**src/rtl/pipe_result_collector.sv**
```systemverilog
// Result sink for the bit-level pipeline: aligns each load with its result bit f,
// packs results LSB-first into words and queues them in a small FIFO for a consumer.
module pipe_result_collector #(
    parameter int LATENCY = 3,
    parameter int WORD_W  = 8,
    parameter int DEPTH   = 4
) (
    input  logic                       clk,
    input  logic                       clr,
    input  logic                       load,
    input  logic                       f,
    output logic [WORD_W-1:0]          word_data,
    output logic                       word_valid,
    input  logic                       word_ready,
    output logic [$clog2(WORD_W)-1:0]  bit_cnt,
    output logic [$clog2(DEPTH):0]     fifo_count,
    output logic                       overflow
);

    localparam int CW = $clog2(WORD_W);
    localparam int AW = $clog2(DEPTH);

    logic [LATENCY-1:0] r_tag;
    logic [WORD_W-2:0]  r_pack;
    logic [CW-1:0]      r_bit_cnt;
    logic [WORD_W-1:0]  r_mem [DEPTH];
    logic [AW-1:0]      r_wr_ptr;
    logic [AW-1:0]      r_rd_ptr;
    logic [AW:0]        r_count;
    logic               r_ovf;

    logic               w_cap;
    logic               w_last;
    logic               w_push;
    logic               w_pop;
    logic               w_full;
    logic               w_wr;
    logic [WORD_W-1:0]  w_word;

    // A set bit leaving the tag line marks the edge where the matching f is valid.
    generate
        if (LATENCY == 1) begin : g_tag1
            always_ff @(posedge clk) begin
                if (clr) r_tag <= '0;
                else     r_tag <= load;
            end
        end else begin : g_tagn
            always_ff @(posedge clk) begin
                if (clr) r_tag <= '0;
                else     r_tag <= {r_tag[LATENCY-2:0], load};
            end
        end
    endgenerate

    assign w_cap  = r_tag[LATENCY-1];
    assign w_last = (r_bit_cnt == CW'(WORD_W - 1));
    assign w_push = w_cap && w_last;
    assign w_word = {f, r_pack};
    assign w_pop  = (r_count != '0) && word_ready;
    assign w_full = (r_count == (AW+1)'(DEPTH));
    assign w_wr   = w_push && (!w_full || w_pop);

    // The final bit of a word bypasses the pack register straight into the FIFO.
    always_ff @(posedge clk) begin
        if (clr) begin
            r_pack    <= '0;
            r_bit_cnt <= '0;
        end else if (w_cap) begin
            if (w_last) begin
                r_bit_cnt <= '0;
            end else begin
                r_pack[r_bit_cnt] <= f;
                r_bit_cnt         <= r_bit_cnt + 1'b1;
            end
        end
    end

    always_ff @(posedge clk) begin
        if (clr) begin
            for (int i = 0; i < DEPTH; i++) r_mem[i] <= '0;
            r_wr_ptr <= '0;
            r_rd_ptr <= '0;
            r_count  <= '0;
            r_ovf    <= 1'b0;
        end else begin
            if (w_wr) begin
                r_mem[r_wr_ptr] <= w_word;
                r_wr_ptr        <= r_wr_ptr + 1'b1;
            end
            if (w_pop) r_rd_ptr <= r_rd_ptr + 1'b1;
            // When full, a simultaneous pop frees the slot the new word lands in.
            if (w_push && w_full && !w_pop) r_ovf <= 1'b1;
            case ({w_wr, w_pop})
                2'b10:   r_count <= r_count + 1'b1;
                2'b01:   r_count <= r_count - 1'b1;
                default: r_count <= r_count;
            endcase
        end
    end

    assign word_data  = r_mem[r_rd_ptr];
    assign word_valid = (r_count != '0);
    assign bit_cnt    = r_bit_cnt;
    assign fifo_count = r_count;
    assign overflow   = r_ovf;

endmodule

```
**config.mk**
```make
export PLATFORM = sky130hd
export DESIGN_NAME = pipe_result_collector
export DESIGN_NICKNAME = d
export VERILOG_FILES = /design/src/rtl/pipe_result_collector.sv
export SDC_FILE = /design/constraint.sdc
export NUM_CORES = 1
export LEC_CHECK = 0
export BUFFER_PORTS_ARGS = -buffer_cell sky130_fd_sc_hd__buf_4
export CELL_PAD_IN_SITES_DETAIL_PLACEMENT = 1
export CELL_PAD_IN_SITES_GLOBAL_PLACEMENT = 1
export CORE_ASPECT_RATIO = 1.4
export CORE_MARGIN = 2
export CORE_UTILIZATION = 45
export DETAILED_ROUTE_END_ITERATION = 16
export GPL_ROUTABILITY_DRIVEN = 0
export PLACE_DENSITY_LB_ADDON = 0.3
export SLEW_MARGIN = 20
export SYNTH_ARGS = -nofsm -noshare
export SYNTH_HDL_FRONTEND = slang
export SYNTH_SLANG_ARGS = --single-unit
```
**constraint.sdc**
```tcl
create_clock -name clk -period 5.3 [get_ports clk]
set_clock_uncertainty 0.1 [all_clocks]
set_input_delay 1.06 -clock clk [delete_from_list [all_inputs] [get_ports clk]]
set_output_delay 1.06 -clock clk [all_outputs]
set_load 0.1 [all_outputs]
```
==> flow_summary.ini <==
[synthesis]
synth_fp_nets = 206
synth-edff-count = 32
synth_cell_types = 34
synth_common_cells = 55 x nor2_1, 32 x edfxtp_1, 23 x dfxtp_1
netlist_area_sq_um = 2390
ys_async_sr_fraction = 0
yosys.area.top_type = edfxtp_1
yosysMostFrequentCell = nor2_1
synth.top_cell.area_share = 0.4021
synth_cells = 198
ys_seq_elements = 55
synth_area_leaders = edfxtp_1 40%, dfxtp_1 19%, nor2_1 8.6%, mux4_2 7.5%, mux2i_1 3.4%
avgSynthCellArea_sq_um = 12.07
yosysWarnings = 0
seq_area_frac_synth = 0.5948
synthFlopType = edfxtp_1

[clock_network]
cts.sinks = 55
post_cts_resized = 0
insertion_delay_ns = 0.30
cts_htree_levels = 2
clk_pin_slew_ns = 0.09
cts_buffer_depth = 2
numCtsBuffers = 5
cts_setup_buffers = 0
cts_tree = done
ctsHoldBuffers = 0
clock_tree.root_cell = clkbuf_8

[floorplan]
core_sq_um = 5159
ios = 21
start_util = 0.4633
die_w_microns = 65.59
dieArea_sq_um = 5918
row_count = 31
die_h_microns = 90.23

[grt]
grt_pass1_wl_microns = 7935
antenna_found_initial = 0
grt_pass1_vias = 1573
track_usage = 0.1799
grt_start_max_net_pins = 38
gr-total-overflow = 0

[sta]
setup_tns_ns = 0
tightest_slew_ns = 0.5503
period_needed_ns = 2.976
slew_headroom = 0.6327
setup_violations = 0
fmax_mhz = 336.0
finalMaxSlewViolations = 0
final.setup.worst_slack_ns = 2.324
period_share = 0.5615
rsz0062_at_grt = no
final-hold-violation-count = 0

[routing]
drt_iter0_drc = 36
viasPerCell = 5.270
via_count = 1481
drc = 0
routed_wl_microns = 4849
first_pass_iters = 4
wl_per_cell_microns = 17.26
drt.antenna.violating_nets = 0

[pwr]
p_per_area_nw_per_um2 = 422.6
p_leak_nw = 0.9121
peakVddDrop_v = 0.0003743

[place]
dpl.hpwl_microns = 3751
pre_cts_ws_ns = 2.317
place_inst = 273
port-buffer-count = 20

[cells_and_area]
final_cells = 281
drive_gt1_frac = 0.1953
fin_nets = 222
fin_util = 0.5142
diodes = 0
syn_to_final_growth_pct = 10.99

[setup_path]
cp.arrival_ns = 1.82
required_ns = 4.14
path_class = register to output port
cp_max_fo = 8
critPathLaunchType = register
endpoint_kind = output port

[status]
status = complete, no violations

[hold_path]
hp-class = register to register

[run]
maxCapViolations = 0
==> metrics by stage <==
step / cell area, sq um / power, mW / hold WS (ns)
finish: 2653 / 1.121 / 0.3594
global route: 2653 / 1.164 / 0.3779
CTS: 2653 / 1.130 / 0.3618
detailed placement: 2564 / 0.9071 / 0.3362
global placement: 2564 / 0.8981 / 0.3250
floorplan: 2390 / 0.8428 / 0.3138
==> sequential cells by signal (all words and copies together) (netlist names), named ones only <==
register / flops
bit_cnt: 3
fifo_count: 3
overflow: 1
r_mem: 32
r_pack: 7
r_rd_ptr: 2
r_tag: 3
r_wr_ptr: 2
==> path summary, 6_finish.rpt <==
path / from / to / slack, ns / cells past startpoint
setup / recovery: register / word_data[0] / 2.32 / 2
hold reg to reg: r_tag[1] / r_tag[2] / 0.36 / 1
hold / removal: r_tag[1] / r_tag[2] / 0.36 / 1
setup reg to reg: bit_cnt[0] / r_mem[1][3] / 2.39 / 6
==> layer usage <==
metal / vias to the layer above / global-route usage / share of wire
li1: 718 / - / -
met1: 722 / 0.1903 / 0.37
met2: 34 / 0.3495 / 0.59
met3: 7 / 0.02628 / 0.026
met4: 0 / 0.05729 / 0.014
met5: - / 0 / 0
==> report_power, final <==
part / leakage [nW] / total [mW] / switching (mW) / internal (mW)
Clock: 0.0418 / 0.228 / 0.136 / 0.0924
Combinational: 0.354 / 0.381 / 0.273 / 0.108
Sequential: 0.516 / 0.512 / 0.0374 / 0.475
==> worst max-delay path, stage by stage (launching register included) <==
cell and delay [ns]:
dfxtp_1 0.68, mux4_2 0.58, buf_4 0.25
==> cell families after synthesis <==
logic type | Yosys count | share of synthesized area
buffers and inverters | 14 | 0.02932
adder cells (fa/ha/maj) | 3 | 0.01885
flip-flops | 55 | 0.5948
multiplexers | 19 | 0.1230
AO/OA/AOI/OAI | 10 | 0.03299
AND/OR/NAND/NOR | 93 | 0.1864
XOR/XNOR | 4 | 0.01466
==> placed cells by master (no fill, tap or decap), types with 3 or more instances in the layout <==
cell      instances
nor2_1           55
nand3b_1          4
nand2b_1         12
a21oi_1           4
clkbuf_8          5
dfxtp_1          23
nand3_1           4
nor3b_1           3
inv_1             3
nor2b_1           4
buf_4            20
mux4_2            8
edfxtp_1         32
nand2_1           4
mux2_2            3
mux2i_1           8
or3_1             3
==> area by class of cell <==
type | instances | area [sq um]
fillers | 562 | 2506
flip-flops and latches | 55 | 1421
multi-input cells | 129 | 898.4
repair buffers | 20 | 150.1
well taps | 66 | 82.58
clock buffers | 5 | 68.82
clock inverters | 3 | 20.02
inverters | 3 | 11.26
Note: power is estimated with default switching activity, not from simulation.
